[config.mk]
export PLATFORM = sky130hd
export DESIGN_NAME = btn_cond_flat
export DESIGN_NICKNAME = d
export VERILOG_FILES = /design/src/rtl/puzzle_pkg.sv /design/src/rtl/btn_cond_if.sv /design/src/rtl/btn_debounce_ch.sv /design/src/rtl/btn_cond.sv /design/src/flat_wrapper.sv
export SDC_FILE = /design/constraint.sdc
export NUM_CORES = 1
export LEC_CHECK = 0
export BUFFER_PORTS_ARGS = -buffer_cell sky130_fd_sc_hd__buf_4
export CORE_ASPECT_RATIO = 1.75
export CORE_MARGIN = 3
export CORE_UTILIZATION = 64
export DETAILED_ROUTE_END_ITERATION = 8
export GPL_TIMING_DRIVEN = 0
export PLACE_DENSITY = 0.82
export RECOVER_POWER = 100
export SLEW_MARGIN = 20
export SYNTH_ARGS = -nofsm -noshare
export SYNTH_HDL_FRONTEND = slang
export SYNTH_SLANG_ARGS = --single-unit
[constraint.sdc]
create_clock -name clk -period 8.9 [get_ports clk]
set_clock_uncertainty 0.15 [all_clocks]
set_input_delay 0.445 -clock clk [delete_from_list [all_inputs] [get_ports clk]]
set_output_delay 0.445 -clock clk [all_outputs]
set_load 0.01 [all_outputs]
[src/rtl/puzzle_pkg.sv]
// Shared definitions for the puzzle game: button count, button indices and
// the per-channel auto-repeat state encoding.
package puzzle_pkg;

    localparam int N_BTN = 5;

    localparam int BTN_UP    = 0;
    localparam int BTN_DOWN  = 1;
    localparam int BTN_LEFT  = 2;
    localparam int BTN_RIGHT = 3;
    localparam int BTN_OK    = 4;

    typedef enum logic [1:0] {
        IDLE  = 2'd0,
        DELAY = 2'd1,
        RPT   = 2'd2
    } rpt_state_t;

    function automatic int int_max(input int a, input int b);
        return (a > b) ? a : b;
    endfunction

endpackage

[src/rtl/btn_cond_if.sv]
// Button bundle between the raw pins, the conditioner and the game logic.
// rel carries the release pulses (release is a reserved word in SystemVerilog).
interface btn_cond_if #(
    parameter int N = puzzle_pkg::N_BTN
);
    logic [N-1:0] btn;
    logic [N-1:0] level;
    logic [N-1:0] press;
    logic [N-1:0] rel;

    modport master (
        output btn,
        input  level,
        input  press,
        input  rel
    );

    modport slave (
        input  btn,
        output level,
        output press,
        output rel
    );
endinterface

[src/rtl/btn_debounce_ch.sv]
// One button channel: 2-flop synchroniser, debounce counter, press/release
// pulses and, with BTN_AUTOREPEAT_EN defined, a hold-to-repeat FSM.
module btn_debounce_ch
    import puzzle_pkg::*;
#(
    parameter int DEBOUNCE_CYCLES = 200000,
    parameter int REPEAT_DELAY    = 50000000,
    parameter int REPEAT_RATE     = 10000000
) (
    input  logic clk,
    input  logic rst,
    input  logic btn,
    output logic level,
    output logic press,
    output logic rel
);

    localparam int DW = $clog2(DEBOUNCE_CYCLES + 1);

    logic          sync1_reg;
    logic          sync2_reg;
    logic [DW-1:0] db_cnt_reg;
    logic          level_reg;
    logic          press_reg;
    logic          rel_reg;

    logic raw;
    logic settled;
    logic rise;
    logic fall;

    // Pins are active-low; synchroniser idles at the released value.
    assign raw     = ~sync2_reg;
    assign settled = (raw != level_reg) && (db_cnt_reg == DW'(DEBOUNCE_CYCLES - 1));
    assign rise    = settled && !level_reg;
    assign fall    = settled && level_reg;

    always_ff @(posedge clk or posedge rst) begin
        if (rst) begin
            sync1_reg  <= 1'b1;
            sync2_reg  <= 1'b1;
            db_cnt_reg <= '0;
            level_reg  <= 1'b0;
            rel_reg    <= 1'b0;
        end else begin
            sync1_reg <= btn;
            sync2_reg <= sync1_reg;
            if (raw == level_reg) begin
                db_cnt_reg <= '0;
            end else if (settled) begin
                level_reg  <= ~level_reg;
                db_cnt_reg <= '0;
            end else begin
                db_cnt_reg <= db_cnt_reg + 1'b1;
            end
            rel_reg <= fall;
        end
    end

`ifdef BTN_AUTOREPEAT_EN
    localparam int RW = $clog2(int_max(REPEAT_DELAY, REPEAT_RATE) + 1);

    rpt_state_t    state_reg;
    logic [RW-1:0] rpt_cnt_reg;

    // Counter is loaded with period-1 and fires on the cycle it sits at zero,
    // so a pulse lands exactly REPEAT_DELAY / REPEAT_RATE cycles apart.
    always_ff @(posedge clk or posedge rst) begin
        if (rst) begin
            state_reg   <= IDLE;
            rpt_cnt_reg <= '0;
            press_reg   <= 1'b0;
        end else begin
            press_reg <= rise;
            case (state_reg)
                IDLE: begin
                    if (rise) begin
                        rpt_cnt_reg <= RW'(REPEAT_DELAY - 1);
                        state_reg   <= DELAY;
                    end
                end
                DELAY, RPT: begin
                    if (fall) begin
                        state_reg <= IDLE;
                    end else if (rpt_cnt_reg == '0) begin
                        press_reg   <= 1'b1;
                        rpt_cnt_reg <= RW'(REPEAT_RATE - 1);
                        state_reg   <= RPT;
                    end else begin
                        rpt_cnt_reg <= rpt_cnt_reg - 1'b1;
                    end
                end
                default: state_reg <= IDLE;
            endcase
        end
    end
`else
    always_ff @(posedge clk or posedge rst) begin
        if (rst) begin
            press_reg <= 1'b0;
        end else begin
            press_reg <= rise;
        end
    end
`endif

    assign level = level_reg;
    assign press = press_reg;
    assign rel   = rel_reg;

endmodule

[src/rtl/btn_cond.sv]
// Button conditioner: N_BTN independent debounced channels feeding the game
// logic. Define BTN_AUTOREPEAT_EN to add hold-to-repeat press pulses.
module btn_cond #(
    parameter int N_BTN           = puzzle_pkg::N_BTN,
    parameter int DEBOUNCE_CYCLES = 200000,
    parameter int REPEAT_DELAY    = 50000000,
    parameter int REPEAT_RATE     = 10000000
) (
    input logic        clk,
    input logic        rst,
    btn_cond_if.slave  bus
);

    logic [N_BTN-1:0] level_vec;
    logic [N_BTN-1:0] press_vec;
    logic [N_BTN-1:0] rel_vec;

    generate
        for (genvar gi = 0; gi < N_BTN; gi++) begin : g_ch
            btn_debounce_ch #(
                .DEBOUNCE_CYCLES (DEBOUNCE_CYCLES),
                .REPEAT_DELAY    (REPEAT_DELAY),
                .REPEAT_RATE     (REPEAT_RATE)
            ) u_ch (
                .clk   (clk),
                .rst   (rst),
                .btn   (bus.btn[gi]),
                .level (level_vec[gi]),
                .press (press_vec[gi]),
                .rel   (rel_vec[gi])
            );
        end
    endgenerate

    assign bus.level = level_vec;
    assign bus.press = press_vec;
    assign bus.rel   = rel_vec;

endmodule

[src/flat_wrapper.sv]
// flat-port wrapper written by rule: the top's interface ports become plain ports
module btn_cond_flat 
#(
    parameter int N_BTN           = puzzle_pkg::N_BTN,
    parameter int DEBOUNCE_CYCLES = 200000,
    parameter int REPEAT_DELAY    = 50000000,
    parameter int REPEAT_RATE     = 10000000
)
  (clk, rst, bus_btn, bus_level, bus_press, bus_rel);
  btn_cond_if bus_i ();
  input logic clk;
  input logic rst;
  input wire logic [$bits(bus_i.btn)-1:0] bus_btn;
  output wire logic [$bits(bus_i.level)-1:0] bus_level;
  output wire logic [$bits(bus_i.press)-1:0] bus_press;
  output wire logic [$bits(bus_i.rel)-1:0] bus_rel;
  assign bus_i.btn = bus_btn;
  assign bus_level = bus_i.level;
  assign bus_press = bus_i.press;
  assign bus_rel = bus_i.rel;
  btn_cond #(.N_BTN(N_BTN), .DEBOUNCE_CYCLES(DEBOUNCE_CYCLES), .REPEAT_DELAY(REPEAT_DELAY), .REPEAT_RATE(REPEAT_RATE)) u_core (.clk(clk), .rst(rst), .bus(bus_i));
endmodule
-- Word-level counts from Yosys, hierarchy flattened
Cells that the tools add are included.
W data, S select, Z words.
- output and inout port bits: 15
- input port bits: 7
- flip-flop bits (word level): 115
- bitwise gates (word level): 15
- add/sub/neg operators: 5
- eq/ne operators: 15
- reduce and logical (&&, ||, !) cells: 25
- mux-type cells: 10
- operator list (kind ; number):
    $mux W18 ; 10
    $add A18 B1 Y18 const B ; 5
    $eq A18 B18 Y1 const B ; 5
    $logic_and A1 B1 Y1 ; 15
    $not A1 Y1 ; 15
    $reduce_and A2 Y1 ; 5
    $eq A1 B1 Y1 ; 5
    $logic_not A1 Y1 ; 5
    $ne A1 B1 Y1 ; 5

-- Longest topological paths before layout
Gate-level depths: netlist of run 1.
- word-level depth: 5
- gate-level depth with buffers: 6

-- Cells and area by module
Synthesis of run 1 repeated with hierarchy kept, for this count alone.
- cells, all modules: 510
- area total of the unflattened synthesis: 5355.1 um^2
- modules (own cells, without submodules) (module ; sequential area each (um^2) ; instances ; cells an instance ; area an instance (um^2)):
    btn_debounce_ch ; 578.1 ; 5 ; 102 ; 1071.0

-- Worst setup path after synthesis of run 1
No wires, ideal clock.
- path kind: reg-to-reg
- from: reg u_core.g_ch[0].u_ch.db_cnt_reg[0]
- to: reg u_core.g_ch[0].u_ch.db_cnt_reg[10]
- library setup time: 121 ps
- arrival time: 1728 ps
- buffers on the path: 1
- slack: 6901 ps
- stages on the path, launching flop included: 7
- period minus slack after synthesis: 1999 ps
- path through: dfrtp_1 ha_1 and3_1 nand3_1 o41ai_4 buf_2 nor2_1
- longest elaborated chain between the ends: 4
- elaborated cells on any way between the ends: 5
- RTL lines (what ; RTL line ; text):
    start, declared ; btn_debounce_ch.sv:22 ; logic [DW-1:0] db_cnt_reg;
    start signal, assigned ; btn_debounce_ch.sv:54 ; db_cnt_reg <= db_cnt_reg + 1'b1;
    parallel branches: the longest is 2 deep, another holds $add A18 B1 Y18 ; n/a ;
    $mux W18 * ; btn_debounce_ch.sv:50 ; end else if (settled) begin
    $mux W18 * ; btn_debounce_ch.sv:48 ; if (raw == level_reg) begin
Mark *: on every way between the ends.
A chain may end at the register's enable or synchronous reset.

==> key figures, run 1 <==
Logic synthesis
  – Avg Cell Area, Syn: 10.3 sq um
  – Post-synth ARST share: 1.00
  – Number of synthesized register bits: 115
  – Gate Count Post-Synth: 525
  – Register area share after synthesis: 0.535
  – Post-synth EDFFs: 0
  – Synth Warn #: 0
  – Mapped Area: 5400 sq um
  – Library cells used by synthesis: 36
  – Top FF cell, synth: dfrtp_1
  – Syn_nets: 537

Cells and area
  – Finished Layout Cells: 675
  – Area grow syn2layout: 16.4%
  – Layout cells sized above 1: 0.137
  – Commonest non-fill, non-tap cell in the layout: dfrtp_1
  – Fill cells: 524
  – Commonest cells after routing, fill and taps aside: dfrtp_1 (105), nor2_1 (86), xnor2_1 (43)
  – Largest register FFs: 90
  – FF+latch area: 2890 sq um
  – Multi-input logic area: 2230 sq um
  – Nets@finish: 584
  – Antenna cells: 0

Global routing
  – Largest net degree at the start of global routing: 70
  – Initial antenna violation count: 0
  – First-pass GRT wire length: 18500 microns
  – Vias in the first global route: 4123
  – Total global-route track usage: 0.253
  – GRT Residual Overflow: 0

Pwr
  – Leak Pwr: 2.65 nW
  – Cell Pwr Density: 207 nW/um^2
  – Worst VDD drop: 0.158 mV
  – Power Total: 0.00130 W

Timing
  – Worst slew pin tran: 3.00 ns
  – Final Hold Vio Count: 0
  – Post-layout min period: 4.76 ns
  – Unrepaired setup endpoints after global routing: false
  – Final period util: 0.535
  – Final setup violation count: 0
  – Maximum clock frequency: 0.210 GHz
  – Fin. max-slew vios: 119
  – Max_slew headroom: -1.01
  – Worst setup margin: 4.14 ns
  – Post-Route Setup TNS: 0 ns

Placed design
  – Placed cells: 637
  – Dpl ws: 6.58 ns
  – PortBufs: 21
  – Post-detail-place hpwl: 6770 microns
  – Gp weighted congestion: 0.863

CTS
  – Clk pin slew, worst setup/hold paths: 0.06 ns
  – TritonCTS Sinks: 115
  – CTS buffer count: 17
  – H-tree depth: 4
  – CTS Buffer Depth: 2
  – CTS Root Cell: clkbuf_16
  – Clock latency on the worst-skew pair: 0.42 ns
  – TritonCTS clock tree: done

Route
  – Drt via density: 5.94
  – Vias: 4012
  – Residual DRC: 0
  – Drt first-iter violations: 194
  – Routed len/inst: 16.2 microns
  – Final ANT Viol Nets: 0
  – Drt pass-1 iters: 4
  – Post-Route WL: 10900 microns

Die
  – Number of core rows: 43
  – Ports: 22
  – Initial Util: 0.669
  – DIE AREA: 9620 sq um
  – Core ar.: 8070 sq um
  – Die Span X: 75.4 microns
  – Die Ht: 128 microns

Setup path
  – R2R Path Start: u_core.g_ch[0].u_ch.db_cnt_reg[0]
  – CP required: 8.77 ns
  – CP arrival: 4.63 ns
  – CP Class: in -> async
  – Crit. End Element: asynchronous set/reset pin
  – Crit-path cells: dlygate4sd3_1 > clkbuf_4 > clkinvlp_2 > clkbuf_1
  – Worst setup SP type: input pin
  – Crit path largest cell delay: 1.80 ns
  – Slowest stage cell, crit path: clkbuf_1
  – Crit path from: rst
  – Critical-path maximum fanout: 69

Flow run
  – Max-Cap Viols: 3

Min path
  – Hold path startpoint: u_core.g_ch[2].u_ch.sync1_reg
  – Hold/Removal Path Class: reg -> reg

Run status
  – Outcome: finished, violations left
  – Failing checks: capacitance limit, slew limit
## per-layer routing
metal / track usage / wire [microns] / part of all wire / vias to the layer above
li1: - / - / - / 1914
met1: 0.281 / 4270 / 0.39 / 1983
met2: 0.438 / 6030 / 0.55 / 90
met3: 0.0606 / 383 / 0.035 / 25
met4: 0.120 / 240 / 0.022 / 0
met5: 0 / 0 / 0 / -
## layout make-up
type | instances | area share
clock inverters | 14 | 0.0323
well taps | 90 | 0.0179
inverters | 19 | 0.0116
clock buffers | 18 | 0.0699
multi-input cells | 368 | 0.356
plain buffers | 23 | 0.0223
flip-flops and latches | 115 | 0.460
repair buffers | 28 | 0.0305
## path summary, 6_finish.rpt
check                                                     endpoint  slack (ns)  cells after the start
worst max-delay path             u_core.g_ch[2].u_ch.db_cnt_reg[4]        4.14                      4
min in group asynchronous       u_core.g_ch[1].u_ch.db_cnt_reg[16]        1.31                      3
worst min register to register       u_core.g_ch[2].u_ch.sync2_reg        0.20                      0
worst min-delay path                 u_core.g_ch[2].u_ch.sync2_reg        0.20                      0
worst max register to register  u_core.g_ch[0].u_ch.db_cnt_reg[15]        5.62                      6
max in group clk                u_core.g_ch[0].u_ch.db_cnt_reg[15]        5.62                      6
## report_power, final
group	leakage [nW]	switching (W)	internal (W)
logic	0.778	0.0000240	0.0000106
registers	1.56	0.00000784	0.000533
clock network	0.311	0.000248	0.000479
## logic make-up after synthesis
family,after synthesis,synth area share
simple gates,250,0.240
flops,115,0.535
xor+xnor,72,0.117
buf+inv,42,0.0408
compound gates,39,0.0514
fa+ha+maj,5,0.0116
mux,2,0.00371
## worst max-delay path: cells and delay by family
kind	cells	cell delay [ns]
buffers and inverters	4	4.16
## cell usage after synthesis, types with 2 or more instances
library cell,n,area [sq um]
nand4_1,28,175
xor2_1,29,254
and2_1,5,31.3
a21oi_1,17,85.1
or4_1,6,45.0
inv_1,19,71.3
dfrtp_1,105,2630
nand4_2,2,25.0
buf_2,5,25.0
o21ai_0,12,60.1
xnor2_1,43,377
nor4b_1,4,35.0
nand2_1,23,86.3
o31ai_4,2,42.5
nor2_1,86,323
or2_2,3,18.8
clkbuf_1,3,11.3
mux2i_1,2,20.0
dfstp_2,10,263
or3_1,18,113
o31ai_1,4,30.0
buf_4,15,113
nor3_1,13,65.1
nand3_1,27,135
nor4_1,15,93.8
ha_1,5,62.6
and3_1,11,68.8
or4_4,2,22.5
and4_1,4,35.0
## per-stage QoR
step                hold slack, ns  instance area [sq um]   util
CTS                          0.200                   6400  0.793
finish                       0.196                   6280  0.778
global placement             0.197                   5670  0.702
global route                 0.199                   6280  0.778
floorplan                    0.195                   5400      -
detailed placement           0.197                   5700  0.707
## repair_timing
item	in CTS	in global routing
endpoints found under the hold margin	6	0
setup buffers	0	0
hold buffers	6	0
gates resized for setup	0	0
No activity file was read; power rests on OpenSTA's default activity.
==> run 2, diff against run 1 <==
CORE_UTILIZATION = 61   (was 64)
PLACE_DENSITY = 0.79   (was 0.82)
clock period = 4.4 ns   (was 8.9 ns; I/O delays follow)
==> run 2 against run 1 <==
The flow still finishes with violations (capacitance limit, slew limit). Total power up 88%. Hold slack improved by 0.0072 ns. Die area increased by 4.6%. First-iteration DRC count stayed put. Cell count is 3.7% higher. Final area decreased by 0.32%. Highest routed layer unchanged.
==> key figures, run 2 (synthesis results as in run 1) <==
Route
  – Drt first-iter violations: 194 (unchanged)
  – Post-Route WL: 10400 microns (-4.3%)
  – Drt via density: 5.68 (-4.5%)
  – Vias: 3975 (-0.92%)
  – Residual DRC: 0 (unchanged)
  – Final ANT Viol Nets: 0 (unchanged)
  – Routed len/inst: 14.9 microns (-7.8%)
  – Drt pass-1 iters: 4 (unchanged)

Timing
  – Final period util: 0.678
  – Unrepaired setup endpoints after global routing: false
  – Final Hold Vio Count: 0 (unchanged)
  – Post-layout min period: 2.98 ns
  – Final setup violation count: 0 (unchanged)
  – Worst hold slack: 0.203 ns (+0.00723 ns)
  – Max_slew headroom: -0.346 (+0.663)
  – Worst slew pin tran: 2.01 ns (-0.989 ns)
  – Maximum clock frequency: 0.335 GHz
  – Fin. max-slew vios: 44 (-63%)

Placed design
  – Post-detail-place hpwl: 6980 microns (+3.0%)
  – PortBufs: 21 (unchanged)
  – Gp weighted congestion: 0.857 (-0.71%)

CTS
  – TritonCTS clock tree: done
  – Clock latency on the worst-skew pair: 0.41 ns (about the same)
  – Hold-fix buffers, CTS: 6 (unchanged)
  – Clk pin slew, worst setup/hold paths: 0.05 ns (about the same)
  – TritonCTS Sinks: 115 (unchanged)
  – Post-CTS Setup Bufs: 0 (unchanged)
  – CTS Buffer Depth: 2 (unchanged)
  – CTS buffer count: 17 (unchanged)
  – H-tree depth: 4 (unchanged)
  – CTS Root Cell: clkbuf_16
  – CTS resizes: 0 (unchanged)

Cells and area
  – Commonest cells after routing, fill and taps aside: dfrtp_1 (105), nor2_1 (86), xnor2_1 (43)
  – Largest register FFs: 90 (unchanged)
  – Antenna cells: 0 (unchanged)
  – Commonest non-fill, non-tap cell in the layout: dfrtp_1
  – Final core occ: 0.739 (-0.0398)
  – Fill cells: 659 (+26%)
  – Area grow syn2layout: 16.0%
  – Nets@finish: 584 (unchanged)
  – Layout cells sized above 1: 0.132 (-0.00513)

Min path
  – Hold path startpoint: u_core.g_ch[2].u_ch.sync1_reg
  – Hold/Removal Path Class: reg -> reg
  – Hold path endpoint: u_core.g_ch[2].u_ch.sync2_reg
  – Hold Path Stages: 0 (unchanged)

Global routing
  – Largest net degree at the start of global routing: 73 (+4.3%)
  – First-pass GRT wire length: 18200 microns (-1.6%)
  – Total global-route track usage: 0.230 (-0.0230)
  – Initial antenna violation count: 0 (unchanged)
  – GRT Residual Overflow: 0 (unchanged)
  – Vias in the first global route: 4087 (-0.87%)

Die
  – Die Span X: 77.1 microns (+2.2%)
  – Initial Util: 0.637 (-0.0322)
  – Die Ht: 130 microns (+2.3%)
  – Ports: 22 (unchanged)
  – DIE AREA: 10100 sq um (+4.6%)
  – Core ar.: 8480 sq um (+5.1%)
  – Number of core rows: 44 (+2.3%)

Setup path
  – CP arrival: 3.11 ns (-1.52 ns)
  – R2r setup slk: 1.42 ns (-4.20 ns)
  – Depth of the most critical reg-to-reg path: 6 (unchanged)
  – CP required: 4.52 ns (-4.25 ns)
  – Crit. End Element: register
  – Worst setup SP type: register
  – CP Class: reg -> reg
  – Worst R2R End: u_core.g_ch[0].u_ch.db_cnt_reg[11]
  – R2R Path Start: u_core.g_ch[0].u_ch.db_cnt_reg[0]
  – Critical-path maximum fanout: 10 (-86%)

Run status
  – Outcome: finished, violations left
  – Failing checks: capacitance limit, slew limit

Pwr
  – Leak Pwr: 2.63 nW (-0.55%)
  – Worst VDD drop: 0.340 mV (+120%)
  – Cell Pwr Density: 392 nW/um^2 (+89%)

Flow run
  – Max-Cap Viols: 1 (-2)
==> run 2: changes by cell type in the layout (fill, tap and decap cells not counted) <==
cell	previous run	this run
clkbuf_8	1	5
bufinv_16	4	1
clkinv_2	1	4
clkbuf_4	12	13
clkbuf_1	17	20
clkinvlp_4	1	0
clkinv_4	6	0
buf_16	0	1
inv_6	2	0
==> run 2: stage by stage <==
stage | cells | TNS (ns) | worst slack, ns | area, sq um | power (W)
floorplan | 525 | 0 | 1.00 | 5400 | 0.00116
detailed placement | 662 | 0 | 1.99 | 5730 | 0.00118
global placement | 661 | -12.22 | -0.121 | 5700 | 0.00118
finish | 700 | 0 | 1.42 | 6260 | 0.00245
CTS | 700 | 0 | 1.99 | 6360 | 0.00248
global route | 700 | 0 | 1.14 | 6260 | 0.00253
==> run 2: cell type report <==
| type | count | area (sq um) | share of cell area |
|---|---|---|---|
| repair buffers | 28 | 215 | 0.0344 |
| flip-flops and latches | 115 | 2890 | 0.462 |
| clock inverters | 5 | 50.0 | 0.00799 |
| inverters | 19 | 72.6 | 0.0116 |
| plain buffers | 23 | 144 | 0.0230 |
| multi-input cells | 368 | 2230 | 0.357 |
| clock buffers | 27 | 513 | 0.0819 |
| well taps | 115 | 144 | 0.0230 |
==> run 2: how the worst max path moves through the flow <==
stage / slack (ns) / cells past startpoint / to / from
after detailed placement: 1.99 / 5 / u_core.g_ch[1].u_ch.db_cnt_reg[12] / u_core.g_ch[1].u_ch.db_cnt_reg[15]
after CTS: 1.99 / 5 / u_core.g_ch[1].u_ch.db_cnt_reg[12] / u_core.g_ch[1].u_ch.db_cnt_reg[15]
final: 1.42 / 6 / u_core.g_ch[0].u_ch.db_cnt_reg[11] / u_core.g_ch[0].u_ch.db_cnt_reg[0]
after floorplan: 1.00 / 1 / u_core.g_ch[0].u_ch.db_cnt_reg[0] / rst
after global routing: 1.14 / 6 / u_core.g_ch[0].u_ch.db_cnt_reg[11] / u_core.g_ch[0].u_ch.db_cnt_reg[0]
after global placement: -0.12 / 2 / u_core.g_ch[2].u_ch.db_cnt_reg[10] / rst
==> run 2: layer usage <==
metal	up-vias	global-route usage	wire, microns
li1	1909	-	-
met2	69	0.400	5560
met5	-	0	0
met3	24	0.0652	383
met4	0	0.109	202
met1	1973	0.263	4300
==> run 2: power breakdown <==
part           switching, W  internal, W
Clock              0.000441     0.000846
Combinational     0.0000474    0.0000236
Sequential        0.0000149      0.00108
==> run 2: worst max-delay path: stages, from the launching register on <==
cell,delay [ns]
dfrtp_1,0.40
ha_1,0.24
and3_1,0.22
nand3_1,0.15
o41ai_1,1.16
clkbuf_1,0.41
nor2_1,0.11
==> run 3, diff against run 2 <==
clock period = 3.1 ns   (was 4.4 ns; I/O delays follow)
==> run 3 against run 2 <==
The run now ends clean. Combinational power increased by 52%. Sequential power grew 42%. Routed wire length fell by 2.7%. Critical path depth down 1. Total power increased by 51%. Register-to-register slack lost 0.94 ns. Count of clock-buffer cells in the layout decreased by 5. Sequential cell count unchanged. Largest cell class unchanged. Largest power group unchanged.
==> key figures, run 3 (synthesis results as in run 1) <==
Timing
  – Post-layout min period: 2.62 ns (-0.363 ns)
  – Final period util: 0.845 (+0.167)
  – Fin. max-slew vios: 0 (-100%)
  – Unrepaired setup endpoints after global routing: false
  – Final setup violation count: 0 (unchanged)
  – Maximum clock frequency: 0.382 GHz (+14%)
  – Max_slew headroom: 0.284 (+0.630)
  – Post-Route Setup TNS: 0 ns (unchanged)
  – Worst slew pin tran: 1.07 ns (-0.940 ns)
  – Final Hold Vio Count: 0 (unchanged)

Route
  – Vias: 3998 (+0.58%)
  – Drt via density: 5.70 (+0.29%)
  – Routed len/inst: 14.5 microns (-3.0%)
  – Residual DRC: 0 (unchanged)
  – Final ANT Viol Nets: 0 (unchanged)
  – Drt pass-1 iters: 4 (unchanged)
  – Post-Route WL: 10200 microns (-2.7%)
  – Drt first-iter violations: 178 (-8.2%)

Pwr
  – Comb power frac: 0.029 (about the same)
  – Clk network pwr share: 0.553 (+0.028)
  – Internal power: 0.00297 W (+52%)
  – Cell Pwr Density: 582 nW/um^2 (+49%)
  – Sw Ratio: 0.200 (-0.00507)
  – Flop pwr share: 0.418 (-0.028)
  – P_sw: 0.000743 W (+48%)
  – Worst VDD drop: 0.497 mV (+46%)
  – Leak Pwr: 2.69 nW (+2.0%)

Die
  – Ports: 22 (unchanged)
  – Core ar.: 8480 sq um (unchanged)
  – Initial Util: 0.637 (unchanged)
  – Die Span X: 77.1 microns (unchanged)
  – Die Ht: 130 microns (unchanged)
  – DIE AREA: 10100 sq um (unchanged)
  – Number of core rows: 44 (unchanged)

Cells and area
  – Antenna cells: 0 (unchanged)
  – Commonest non-fill, non-tap cell in the layout: dfrtp_1
  – Layout cells sized above 1: 0.140 (+0.00807)
  – Multi-input logic area: 2270 sq um (+1.6%)
  – FF+latch area: 2890 sq um (unchanged)
  – Commonest cells after routing, fill and taps aside: dfrtp_1 (105), nor2_1 (86), xnor2_1 (43)
  – Area grow syn2layout: 18.2%
  – Nets@finish: 586 (+0.34%)
  – Design area: 6380 sq um (+1.9%)
  – Largest register FFs: 90 (unchanged)
  – Fill cells: 606 (-8.0%)

Setup path
  – Crit path from: u_core.g_ch[1].u_ch.db_cnt_reg[15]
  – Critical-path maximum fanout: 10 (unchanged)
  – CP arrival: 2.74 ns (-0.37 ns)
  – Crit. End Element: register
  – R2R Path Start: u_core.g_ch[1].u_ch.db_cnt_reg[15]
  – Depth of the most critical reg-to-reg path: 5 (-1)
  – CP Class: reg -> reg
  – Slowest stage cell, crit path: o31ai_1
  – R2r setup slk: 0.48 ns (-0.94 ns)
  – Worst setup SP type: register
  – CP required: 3.22 ns (-1.30 ns)
  – Crit-path cells: nor4_1 > nand4_1 > o31ai_1 > clkbuf_1 > nor2_1
  – Crit path largest cell delay: 0.81 ns (-0.35 ns)

Global routing
  – Largest net degree at the start of global routing: 36 (-51%)
  – GRT Residual Overflow: 0 (unchanged)
  – First-pass GRT wire length: 17900 microns (-1.3%)
  – Total global-route track usage: 0.225 (-0.00484)
  – Vias in the first global route: 4178 (+2.2%)
  – Initial antenna violation count: 0 (unchanged)

Min path
  – Hold path startpoint: u_core.g_ch[1].u_ch.sync1_reg
  – Hold Path Stages: 0 (unchanged)
  – Hold/Removal Path Class: reg -> reg

Run status
  – Outcome: complete, no violations

CTS
  – CTS Buffer Depth: 2 (unchanged)
  – CTS buffer count: 17 (unchanged)
  – CTS resizes: 0 (unchanged)
  – Clock latency on the worst-skew pair: 0.41 ns (about the same)
  – TritonCTS Sinks: 115 (unchanged)
  – Clk pin slew, worst setup/hold paths: 0.05 ns (about the same)
  – H-tree depth: 4 (unchanged)
  – CTS Root Cell: clkbuf_16
  – TritonCTS clock tree: done

Placed design
  – Post-detail-place hpwl: 6880 microns (-1.3%)
  – PortBufs: 21 (unchanged)
  – Gp weighted congestion: 0.860 (+0.35%)
  – DP Area: 5760 sq um (+0.55%)

Flow run
  – Max-Cap Viols: 0 (-1)
run 3: cell count changes in the layout (fill, tap and decap cells not counted), moves of 2 or more:
cell and delta:
clkbuf_8 -2, buf_12 +2, bufinv_16 +3, clkbuf_1 -3, o31ai_1 -2, o31ai_4 +2
run 3: final cells by class:
type,count,area share
Clock inverter,10,0.0241
Timing Repair Buffer,30,0.0365
Clock buffer,22,0.0743
Multi-Input combinational cell,368,0.356
Buffer,23,0.0225
Sequential cell,115,0.453
Tap cell,115,0.0225
Inverter,19,0.0114
run 3: worst max-delay path, delay by kind of cell (launching register included):
kind | cells | cell delay [ns]
buffers and inverters | 1 | 0.44
DFF | 1 | 0.41
and+or+nand+nor | 3 | 0.67
AOI/OAI and AO/OA | 1 | 0.81
run 3: routing by layer:
layer | global-route usage | part of all wire | vias up
li1 | - | - | 1911
met1 | 0.246 | 0.42 | 2008
met2 | 0.413 | 0.54 | 62
met3 | 0.0597 | 0.026 | 17
met4 | 0.0964 | 0.018 | 0
met5 | 0 | 0 | -
run 3: what timing repair did:
| item | in CTS | in global routing |
|---|---|---|
| endpoints found under the hold margin | 26 | 0 |
| buffers inserted | 0 | 0 |
| hold buffers | 6 | 0 |
run 3: power by group through the flow:
stage          sequential, W  combinational, W  clock, W
2_1_floorplan        0.00157         0.0000717         0
3_3_place_gp         0.00158         0.0000953         0
3_5_place_dp         0.00158          0.000109         0
4_1_cts              0.00155          0.000116   0.00208
5_1_grt              0.00155          0.000124   0.00215
6_report             0.00155          0.000108   0.00205
run 3: stage by stage:
step	utilization	hold WS [ns]	worst slack [ns]	instances	power, W
after global placement	0.673	0.114	0.751	661	0.00167
after CTS	0.761	0.201	0.714	702	0.00375
after floorplan	-	0.00948	1.10	525	0.00164
after global routing	0.753	0.209	0.283	702	0.00383
after detailed placement	0.680	0.0842	0.805	664	0.00169
final	0.753	0.202	0.479	702	0.00371
run 3: path summary, 6_finish.rpt:
path | end
hold / removal | u_core.g_ch[1].u_ch.sync2_reg
setup / recovery | u_core.g_ch[1].u_ch.db_cnt_reg[8]
min in group asynchronous | u_core.g_ch[0].u_ch.db_cnt_reg[1]
setup reg to reg | u_core.g_ch[1].u_ch.db_cnt_reg[8]
max in group asynchronous | u_core.g_ch[1].u_ch.db_cnt_reg[4]
hold reg to reg | u_core.g_ch[1].u_ch.sync2_reg
